==> src/rtl/row_buffer_writer_pkg.sv <==
// Shared types and helpers for the row buffer writer.
// Optional build macro used by the top level: ROW_BUF_ERR_CHECK_EN.
package row_buf_pkg;

    typedef enum logic [1:0] {
        IDLE = 2'd0,
        RUN  = 2'd1,
        FULL = 2'd2
    } state_t;

    // Width needed to count 0..num_rows completed rows.
    function automatic int rows_width(input int num_rows);
        return $clog2(num_rows + 1);
    endfunction

    // First address of a row slot inside the buffer region.
    function automatic int row_base(input int offset, input int row, input int row_len);
        return offset + (row * row_len);
    endfunction

endpackage

==> src/rtl/row_buffer_writer_if.sv <==
// Producer stream, memory write port and row-occupancy handshake of the row buffer writer.
interface row_buffer_writer_if #(
    parameter int ADDR_WIDTH = 8,
    parameter int DATA_WIDTH = 16,
    parameter int RW         = 3
);
    logic                  in_valid;
    logic [DATA_WIDTH-1:0] in_data;
    logic                  in_ready;
    logic                  wr_en;
    logic [ADDR_WIDTH-1:0] wr_addr;
    logic [DATA_WIDTH-1:0] wr_data;
    logic                  row_done;
    logic                  row_release;
    logic [RW-1:0]         rows_avail;
    logic                  full;

    // Producer / memory / reader side.
    modport master (
        output in_valid, in_data, row_release,
        input  in_ready, wr_en, wr_addr, wr_data, row_done, rows_avail, full
    );

    // Writer side.
    modport slave (
        input  in_valid, in_data, row_release,
        output in_ready, wr_en, wr_addr, wr_data, row_done, rows_avail, full
    );
endinterface

==> src/rtl/row_buffer_writer_mod_counter.sv <==
// Modulo-MOD counter with synchronous clear; wrap flags the enabled step from MOD-1 back to 0.
module mod_counter #(
    parameter int MOD = 4,
    localparam int W  = (MOD > 1) ? $clog2(MOD) : 1
) (
    input  logic         clk,
    input  logic         reset,
    input  logic         clr,
    input  logic         en,
    output logic [W-1:0] count,
    output logic         wrap
);
    logic [W-1:0] count_r;

    assign count = count_r;
    assign wrap  = en && (count_r == W'(MOD - 1));

    // Count register: clear dominates, wrap returns to zero, otherwise step on enable.
    always_ff @(posedge clk or negedge reset) begin
        if (!reset) begin
            count_r <= '0;
        end else if (clr) begin
            count_r <= '0;
        end else if (wrap) begin
            count_r <= '0;
        end else if (en) begin
            count_r <= count_r + W'(1'b1);
        end else begin
            count_r <= count_r;
        end
    end
endmodule

==> src/rtl/row_buffer_writer.sv <==
// Write-side controller for row-organised scratchpad buffers.
// Writes each accepted beat at OFFSET + row*ROW_LEN + col, pulses row_done per row,
// tracks completed-but-unread rows and back-pressures the producer when all slots are full.
// Define ROW_BUF_ERR_CHECK_EN to add the sticky err output (underflow release / stall watchdog).
module row_buffer_writer
    import row_buf_pkg::*;
#(
    parameter int ADDR_WIDTH = 8,
    parameter int DATA_WIDTH = 16,
    parameter int OFFSET     = 0,
    parameter int ROW_LEN    = 3,
    parameter int NUM_ROWS   = 4
) (
    input  logic clk,
    input  logic reset,
    input  logic start,
    row_buffer_writer_if.slave bus
`ifdef ROW_BUF_ERR_CHECK_EN
    ,
    output logic err
`endif
);
    localparam int RW  = rows_width(NUM_ROWS);
    localparam int CW  = (ROW_LEN > 1) ? $clog2(ROW_LEN) : 1;
    localparam int RCW = (NUM_ROWS > 1) ? $clog2(NUM_ROWS) : 1;
    localparam logic [RW-1:0] ROWS_MAX = RW'(NUM_ROWS);

    state_t                  state_r;
    state_t                  state_next_s;
    logic [RW-1:0]           rows_avail_r;
    logic [RW-1:0]           rows_next_s;
    logic                    full_r;
    logic                    wr_en_r;
    logic [ADDR_WIDTH-1:0]   wr_addr_r;
    logic [DATA_WIDTH-1:0]   wr_data_r;
    logic                    row_done_r;
    logic [CW-1:0]           col_s;
    logic [RCW-1:0]          row_s;
    logic                    col_wrap_s;
    logic                    accept_s;
    logic                    in_ready_s;
    logic                    release_ok_s;

    // Ready is taken from registered state; a start cycle always drops its beat.
    assign in_ready_s   = (state_r == RUN) && !full_r && !start;
    assign accept_s     = bus.in_valid && in_ready_s;
    // A release with nothing to consume is ignored so the count saturates at zero.
    assign release_ok_s = bus.row_release && (rows_avail_r != '0);

    assign bus.in_ready   = in_ready_s;
    assign bus.wr_en      = wr_en_r;
    assign bus.wr_addr    = wr_addr_r;
    assign bus.wr_data    = wr_data_r;
    assign bus.row_done   = row_done_r;
    assign bus.rows_avail = rows_avail_r;
    assign bus.full       = full_r;

    mod_counter #(.MOD(ROW_LEN)) u_col (
        .clk   (clk),
        .reset (reset),
        .clr   (start),
        .en    (accept_s),
        .count (col_s),
        .wrap  (col_wrap_s)
    );

    mod_counter #(.MOD(NUM_ROWS)) u_row (
        .clk   (clk),
        .reset (reset),
        .clr   (start),
        .en    (col_wrap_s),
        .count (row_s),
        .wrap  ()
    );

    // Occupancy update and next-state selection.
    always_comb begin
        rows_next_s  = rows_avail_r;
        state_next_s = state_r;
        if (start) begin
            rows_next_s = '0;
        end else if (col_wrap_s && !release_ok_s) begin
            rows_next_s = rows_avail_r + RW'(1'b1);
        end else if (!col_wrap_s && release_ok_s) begin
            rows_next_s = rows_avail_r - RW'(1'b1);
        end else begin
            rows_next_s = rows_avail_r;
        end
        case (state_r)
            IDLE: begin
                if (start) state_next_s = RUN;
                else       state_next_s = IDLE;
            end
            RUN: begin
                if (start)                        state_next_s = RUN;
                else if (rows_next_s == ROWS_MAX) state_next_s = FULL;
                else                              state_next_s = RUN;
            end
            FULL: begin
                if (start)             state_next_s = RUN;
                else if (release_ok_s) state_next_s = RUN;
                else                   state_next_s = FULL;
            end
            default: state_next_s = IDLE;
        endcase
    end

    // State, occupancy and full flag registers.
    always_ff @(posedge clk or negedge reset) begin
        if (!reset) begin
            state_r      <= IDLE;
            rows_avail_r <= '0;
            full_r       <= 1'b0;
        end else begin
            state_r      <= state_next_s;
            rows_avail_r <= rows_next_s;
            full_r       <= (rows_next_s == ROWS_MAX);
        end
    end

    // Registered memory write port; address and data hold between writes.
    always_ff @(posedge clk or negedge reset) begin
        if (!reset) begin
            wr_en_r    <= 1'b0;
            wr_addr_r  <= ADDR_WIDTH'(OFFSET);
            wr_data_r  <= '0;
            row_done_r <= 1'b0;
        end else begin
            wr_en_r    <= accept_s;
            row_done_r <= col_wrap_s;
            if (accept_s) begin
                wr_addr_r <= ADDR_WIDTH'(row_base(OFFSET, int'(row_s), ROW_LEN) + int'(col_s));
                wr_data_r <= bus.in_data;
            end else begin
                wr_addr_r <= wr_addr_r;
                wr_data_r <= wr_data_r;
            end
        end
    end

`ifdef ROW_BUF_ERR_CHECK_EN
    localparam int LIMIT = NUM_ROWS * ROW_LEN;
    localparam int WDW   = $clog2(LIMIT + 1);

    logic [WDW-1:0] wd_cnt_r;
    logic           err_r;
    logic           stall_s;

    assign stall_s = bus.in_valid && (state_r == FULL);
    assign err     = err_r;

    // Sticky error: underflow release, or producer stalled in FULL beyond one full buffer of cycles.
    always_ff @(posedge clk or negedge reset) begin
        if (!reset) begin
            wd_cnt_r <= '0;
            err_r    <= 1'b0;
        end else if (start) begin
            wd_cnt_r <= '0;
            err_r    <= 1'b0;
        end else begin
            if (stall_s) begin
                wd_cnt_r <= (wd_cnt_r == WDW'(LIMIT)) ? wd_cnt_r : wd_cnt_r + WDW'(1'b1);
            end else begin
                wd_cnt_r <= '0;
            end
            if ((bus.row_release && (rows_avail_r == '0)) ||
                (stall_s && (wd_cnt_r == WDW'(LIMIT)))) begin
                err_r <= 1'b1;
            end else begin
                err_r <= err_r;
            end
        end
    end
`endif

endmodule

==> src/flat_wrapper.sv <==
// flat-port wrapper written by rule: the top's interface ports become plain ports
module row_buffer_writer_flat import row_buf_pkg::*;
#(
    parameter int ADDR_WIDTH = 8,
    parameter int DATA_WIDTH = 16,
    parameter int OFFSET     = 0,
    parameter int ROW_LEN    = 3,
    parameter int NUM_ROWS   = 4
)
  (clk, reset, start, bus_in_valid, bus_in_data, bus_row_release, bus_in_ready, bus_wr_en, bus_wr_addr, bus_wr_data, bus_row_done, bus_rows_avail, bus_full);
  row_buffer_writer_if #(.ADDR_WIDTH(ADDR_WIDTH), .DATA_WIDTH(DATA_WIDTH), .RW((3))) bus_i ();
  input  logic clk;
  input  logic reset;
  input  logic start;
  input wire logic [$bits(bus_i.in_valid)-1:0] bus_in_valid;
  input wire logic [$bits(bus_i.in_data)-1:0] bus_in_data;
  input wire logic [$bits(bus_i.row_release)-1:0] bus_row_release;
  output wire logic [$bits(bus_i.in_ready)-1:0] bus_in_ready;
  output wire logic [$bits(bus_i.wr_en)-1:0] bus_wr_en;
  output wire logic [$bits(bus_i.wr_addr)-1:0] bus_wr_addr;
  output wire logic [$bits(bus_i.wr_data)-1:0] bus_wr_data;
  output wire logic [$bits(bus_i.row_done)-1:0] bus_row_done;
  output wire logic [$bits(bus_i.rows_avail)-1:0] bus_rows_avail;
  output wire logic [$bits(bus_i.full)-1:0] bus_full;
  assign bus_i.in_valid = bus_in_valid;
  assign bus_i.in_data = bus_in_data;
  assign bus_i.row_release = bus_row_release;
  assign bus_in_ready = bus_i.in_ready;
  assign bus_wr_en = bus_i.wr_en;
  assign bus_wr_addr = bus_i.wr_addr;
  assign bus_wr_data = bus_i.wr_data;
  assign bus_row_done = bus_i.row_done;
  assign bus_rows_avail = bus_i.rows_avail;
  assign bus_full = bus_i.full;
  row_buffer_writer #(.ADDR_WIDTH(ADDR_WIDTH), .DATA_WIDTH(DATA_WIDTH), .OFFSET(OFFSET), .ROW_LEN(ROW_LEN), .NUM_ROWS(NUM_ROWS)) u_core (.clk(clk), .reset(reset), .start(start), .bus(bus_i));
endmodule
==> config.mk <==
export PLATFORM = sky130hd
export DESIGN_NAME = row_buffer_writer_flat
export DESIGN_NICKNAME = d
export VERILOG_FILES = /design/src/rtl/row_buffer_writer_pkg.sv /design/src/rtl/row_buffer_writer_if.sv /design/src/rtl/row_buffer_writer_mod_counter.sv /design/src/rtl/row_buffer_writer.sv /design/src/flat_wrapper.sv
export SDC_FILE = /design/constraint.sdc
export NUM_CORES = 1
export LEC_CHECK = 0
export BUFFER_PORTS_ARGS = -buffer_cell sky130_fd_sc_hd__buf_2
export CAP_MARGIN = 0
export CELL_PAD_IN_SITES_DETAIL_PLACEMENT = 2
export CELL_PAD_IN_SITES_GLOBAL_PLACEMENT = 2
export CORE_ASPECT_RATIO = 1.4
export CORE_MARGIN = 3
export CORE_UTILIZATION = 28
export CTS_CLUSTER_SIZE = 14
export DETAILED_ROUTE_END_ITERATION = 6
export PLACE_DENSITY = 0.75
export SYNTH_ARGS = -nofsm -noshare
export SYNTH_HDL_FRONTEND = slang
export SYNTH_SLANG_ARGS = --single-unit
export TNS_END_PERCENT = 10
==> constraint.sdc <==
create_clock -name clk -period 2.06 [get_ports clk]
set_input_delay 0 -clock clk [delete_from_list [all_inputs] [get_ports clk]]
set_output_delay 0 -clock clk [all_outputs]
set_load 0.005 [all_outputs]
# == Yosys cells after proc, flatten, opt, wreduce, memory -nomap -nowiden ==
# Index checks and enable logic that the tools add are counted.
# word_totals
ff_bits,36
latch_bits,0
ramBits,0
rom_bits,0
input_bits,21
output_inout_bits,31
mem_count,0
# op_classes
addsub,5
n_mul,1
div_mod_pow,0
order_cmp,0
n_eq_ne,5
shifts,0
muxes,15
bitwise,0
n_reduce_logical,16
# op_table
operator,count
2-to-1 mux 2 bit,10
2-to-1 mux 3 bit,3
nonzero test 3 bit,3
adder 8 x 3 -> 8 bit,1
logical AND 1 bit,8
"equality test 2 bit, second input constant",3
one-hot mux 2 bit (3 select lines),1
"adder 2 x 1 -> 2 bit, second input constant",2
logical NOT 1 bit,4
"multiplier 2 x 2 -> 4 bit, second input constant",1
"adder 3 x 1 -> 3 bit, second input constant",1
"equality test 3 bit, second input constant",1
"subtractor 3 x 1 -> 3 bit, second input constant",1
"equality test 2 x 1 -> 1 bit, second input constant",1
logical NOT 2 bit,1
2-to-1 mux 1 bit,1

# == Longest topological paths before layout ==
# logic_depth
word_depth,14
mapped_depth,9
mapped_depth_nobuf,8

# == Modules after synthesis ==
# A second synthesis with hierarchy kept.
# unflattened
hier_cells,121
area_unflattened_um2,1561.5
# modules_own_cells
module,instances,cells_each,area_per_inst_um2
row_buffer_writer,1,103,1351.3
mod_counter (u_core.u_row),1,9,112.6
mod_counter (u_core.u_col),1,9,97.6

# == Least setup slack after synthesis ==
# Ideal clock, no wire load.
# synth_timing
path_kind,register -> register
start,"reg u_core.rows_avail_r[1], in the netlist u_core.bus.rows_avail[1]"
end,reg u_core.state_r[1]
setup_ns,0.066
t_arrival_ns,1.939
t_required_ns,1.994
slack_ns,0.056
stages_incl_launch_ff,10
period_less_slack_ns,2.004
cell_sequence,dfrtp_1 > inv_1 > ha_1 > nand2b_1 > and2_1 > clkbuf_1 > maj3_2 > o211a_1 > nor4_2 > a31o_1
# synth_between
elab_chain_len,10
elab_cells_between_ends,16
classes_between,2 x add/sub; 1 x eq/ne; 8 x mux; 5 x reduce/logical
# synth_lines
element,line,text
from (decl),row_buffer_writer.sv:30,logic [RW-1:0] rows_avail_r;
from (signal assigned),row_buffer_writer.sv:116,rows_avail_r <= rows_next_s;
"parallel branches: the longest is 4 deep, another holds subtractor 3 x 1 -> 3 bit",n/a,
2-to-1 mux 3 bit (*),row_buffer_writer.sv:82,end else if (col_wrap_s && !release_ok_s) begin
2-to-1 mux 3 bit (*),row_buffer_writer.sv:80,if (start) begin
net u_core.rows_next_s[1],row_buffer_writer.sv:31,logic [RW-1:0] rows_next_s;
equality test 3 bit (*),row_buffer_writer.sv:96,else if (rows_next_s == ROWS_MAX) state_next_s = FULL;
2-to-1 mux 2 bit (*),row_buffer_writer.sv:96,
2-to-1 mux 2 bit (*),row_buffer_writer.sv:95,if (start) state_next_s = RUN;
one-hot mux 2 bit (3 select lines) (*),row_buffer_writer.sv:89,case (state_r)
net u_core.state_next_s[1],row_buffer_writer.sv:29,state_t state_next_s;
to (signal assigned),row_buffer_writer.sv:115,state_r <= state_next_s;
to (decl),row_buffer_writer.sv:28,state_t state_r;
# Mark *: on every way through the listed nets, which the timed path passes.
# A chain may end at the register's enable or synchronous reset.

# == Worst setup path after layout ==
# layout_timing
start,reg u_core.state_r[1]
end,reg u_core.state_r[1]
# layout_between
elab_chain_len,14
elab_cells_between_ends,17
classes_between,3 x eq/ne; 6 x mux; 8 x reduce/logical
# layout_lines
element,line,text
equality test 2 x 1 -> 1 bit,"row_buffer_writer.sv:45, row_buffer_writer.sv:89",
logical AND 1 bit (2 in a row),row_buffer_writer.sv:45,assign in_ready_s = (state_r == RUN) && !full_r && !start;
logical AND 1 bit,row_buffer_writer.sv:46,assign accept_s = bus.in_valid && in_ready_s;
logical AND 1 bit,row_buffer_writer_mod_counter.sv:16,assign wrap = en && (count_r == W'(MOD - 1));
logical NOT 1 bit,row_buffer_writer.sv:84,end else if (!col_wrap_s && release_ok_s) begin
logical AND 1 bit,row_buffer_writer.sv:84,
2-to-1 mux 3 bit,row_buffer_writer.sv:84,
2-to-1 mux 3 bit,row_buffer_writer.sv:82,
2-to-1 mux 3 bit,row_buffer_writer.sv:80,
equality test 3 bit,row_buffer_writer.sv:96,
2-to-1 mux 2 bit,row_buffer_writer.sv:96,
2-to-1 mux 2 bit,row_buffer_writer.sv:95,
one-hot mux 2 bit (3 select lines) (*),row_buffer_writer.sv:89,
net u_core.state_next_s[1],row_buffer_writer.sv:29,
# Mark *: on every way through the listed nets, which the timed path passes. The rest lies on a longest branch.

==> results_dict.tcl <==
set metrics [dict create \
    port_buffers 48 \
    clk_pin_slew_ps 70 \
    synth_top_family_by_area "multiplexers" \
    diodes 0 \
    pre_cts_ws_ps -65.9 \
    maxSlewHeadroom 0.503 \
    synth_xor_area_frac 0.0342 \
    min_path_type "in2reg" \
    ys_seq_elements 33 \
    utilization 0.417 \
    maxCapViolCount 0 \
    worst_pin_slew_ps 745 \
    worst-path-max-fanout 5 \
    finalCritPeriodShare 0.970 \
    slew_violations 0 \
    crit_required_ps 2230 \
    synthFlopType "dfrtp_1" \
    cts_tree "done" \
    core-area_um2 5240 \
    ioPinCount 52 \
    reg2reg_depth 7 \
    syn_to_final_growth_pct 42.1 \
    vdd_drop_max_v 0.000287 \
    critical_path_class "reg2reg" \
    synthAdderAreaFrac 0.0773 \
    yosys-top-cells-area "dfrtp_1 (54%), mux2_2 (14%), ha_1 (5.7%)" \
    antenna_found_initial 0 \
    synthMostInstantiatedCell "dfrtp_1" \
    ys_seq_area_frac 0.537 \
    yosys.area_share.simple 0.0976 \
    grt_pass1_vias 1424 \
    clkSinkCount 33 \
    worstSetupStartpointType "flip-flop" \
    r2r_end "u_core.state_r[1]" \
    synthesis.instances 123 \
    fin_ws_ps 61.2 \
    chipHeight_um 93.7 \
    drive_gt1_frac 0.465 \
    first_pass_iters 3 \
    clock_latency_ps 280 \
    finalSetupViolCount 0 \
    synth-compound-area-share 0.0545 \
    synth_warnings 0 \
    synth_top_area_share 0.537 \
    htreeDepth 2 \
    fmax_mhz 500 \
    grt_max_degree 34 \
    vias 1205 \
    drtIter0Drc 41 \
    synth_cell_types 33 \
    p_leak_uw 0.00112 \
    reg2reg_from "u_core.state_r[1]" \
    finalCriticalPeriod_ps 2000 \
    num_rows 31 \
    async_flop_share 1.00 \
    syn-cell-area_um2 1540 \
    ff2ff_setup_slack_ps 60 \
    dpl.hpwl_um 3090 \
    synth.area.mux_share 0.146 \
    clockBufferDepth 2 \
    wl_per_cell_um 16.3 \
    dieArea_um2 6430 \
    drt-total-wl_um 4360 \
    gp_congestion 0.713 \
    ant_nets 0 \
    synth_top_cell_by_area "dfrtp_1" \
    synthTopCellsByCount "dfrtp_1 (33), mux2_2 (19), inv_1 (9)" \
    status "complete, no violations" \
    viasPerCell 4.50 \
    powerDensity_nw_per_um2 1230 \
    dieWidth_um 68.6 \
    hold_viol 0 \
    synth_edf_count 0 \
    cp.arrival_ps 2170 \
    avgSynthCellArea_um2 12.5 \
    start_util 0.294 \
    startpoint "u_core.state_r[1]" \
    gr-total-overflow 0 \
    drc 0 \
    grt_usage 0.146 \
    cts_root_buf "clkbuf_8" \
    clock_skew_ps 7.42 \
    numCtsBuffers 5 \
    grt_pass1_wl_um 6890 \
    nets 230 \
    endpoint "u_core.state_r[1]" \
    end_kind "flip-flop" \
]
-- cell families (layout without fill, tap and decap cells) --
family,count (synthesis),count (layout)
AO/OA/AOI/OAI,14,14
adder cells (fa/ha/maj),9,9
flip-flops,33,33
multiplexers,20,20
XOR/XNOR,6,6
buffers and inverters,16,93
AND/OR/NAND/NOR,24,24
other,1,3
-- placed cells by master (no fill, tap or decap), types with 2 or more instances in the layout --
cell type / netlist / routed
buf_2: 0 / 48
dfrtp_1: 33 / 32
mux2_2: 19 / 19
dlygate4sd3_1: 0 / 17
buf_4: 3 / 11
inv_1: 9 / 8
a21oi_1: 7 / 7
ha_1: 7 / 7
nand2_1: 6 / 6
clkbuf_8: 0 / 5
nor2_1: 4 / 4
xnor2_1: 5 / 3
o21ai_0: 3 / 3
conb_1: 1 / 3
nand3_1: 2 / 2
xnor2_2: 0 / 2
clkinv_2: 0 / 2
-- critical path: stages, from the launching register on --
cell	delay [ps]
dfrtp_1	440
nor4b_4	340
nand2_2	110
buf_4	170
mux2i_1	180
xor2_1	330
nor4_4	100
a31o_1	210
-- registers in the layout, summed over array words and instances (netlist names) --
name	cells
u_core.bus.full	1
u_core.bus.row_done	1
u_core.bus.rows_avail	3
u_core.bus.wr_addr	5
u_core.bus.wr_data	16
u_core.bus.wr_en	1
u_core.state_r	2
u_core.u_col.count	2
u_core.u_row.count	2
-- final cells by class --
type,instances,area (um^2)
clock buffers,6,72.6
clock inverters,2,10.0
fillers,554,3050
inverters,9,33.8
multi-input cells,76,667
flip-flops and latches,33,827
well taps,66,82.6
repair buffers,76,493
-- layer usage --
metal  wire length, um  up-vias  part of all wire  GRT usage
li1                  -      562                 -          -
met1              1430      613              0.33      0.130
met2              2720       26              0.62      0.299
met3               172        4             0.039     0.0299
met4                37        0            0.0085     0.0464
met5                 0        -                 0          0
-- how the worst min path moves through the flow --
| stage | startpoint | slack, ps | endpoint | cells past startpoint |
|---|---|---|---|---|
| 2_1_floorplan | reset | -300 | u_core.bus.full | 0 |
| 3_3_place_gp | reset | 90 | u_core.bus.wr_data[9] | 1 |
| 3_5_place_dp | reset | 110 | u_core.bus.wr_data[9] | 1 |
| 4_1_cts | start | 60 | u_core.u_row.count[0] | 2 |
| 5_1_grt | start | 70 | u_core.u_row.count[0] | 2 |
| 6_report | start | 70 | u_core.u_row.count[0] | 2 |
-- metrics by stage --
stage | hold slack [ps] | power (uW) | cells | cell area (um^2) | setup TNS [ps]
floorplan | -296 | 1570 | 125 | 1550 | 0
global placement | 93.3 | 1940 | 238 | 1870 | 0
detailed placement | 109 | 2040 | 238 | 1870 | -131
CTS | 55.1 | 2620 | 263 | 2140 | 0
global route | 66.5 | 2880 | 268 | 2190 | -18.6
finish | 67.9 | 2680 | 268 | 2190 | 0
-- power breakdown --
| part | leakage (uW) | internal [uW] | switching (uW) |
|---|---|---|---|
| registers | 0.000414 | 884 | 159 |
| logic | 0.000664 | 646 | 522 |
| clock network | 0.0000450 | 234 | 233 |
-- repair_timing --
item | CTS | global route
gates resized for setup | 3 | 3
buffers inserted | 0 | 5
setup endpoints to repair | 2 | 2
cloned | 0 | 0
hold endpoints to repair | 49 | 0
hold buffers | 17 | 0
pin swaps | 1 | 4
Note: power is estimated with default switching activity, not from simulation.
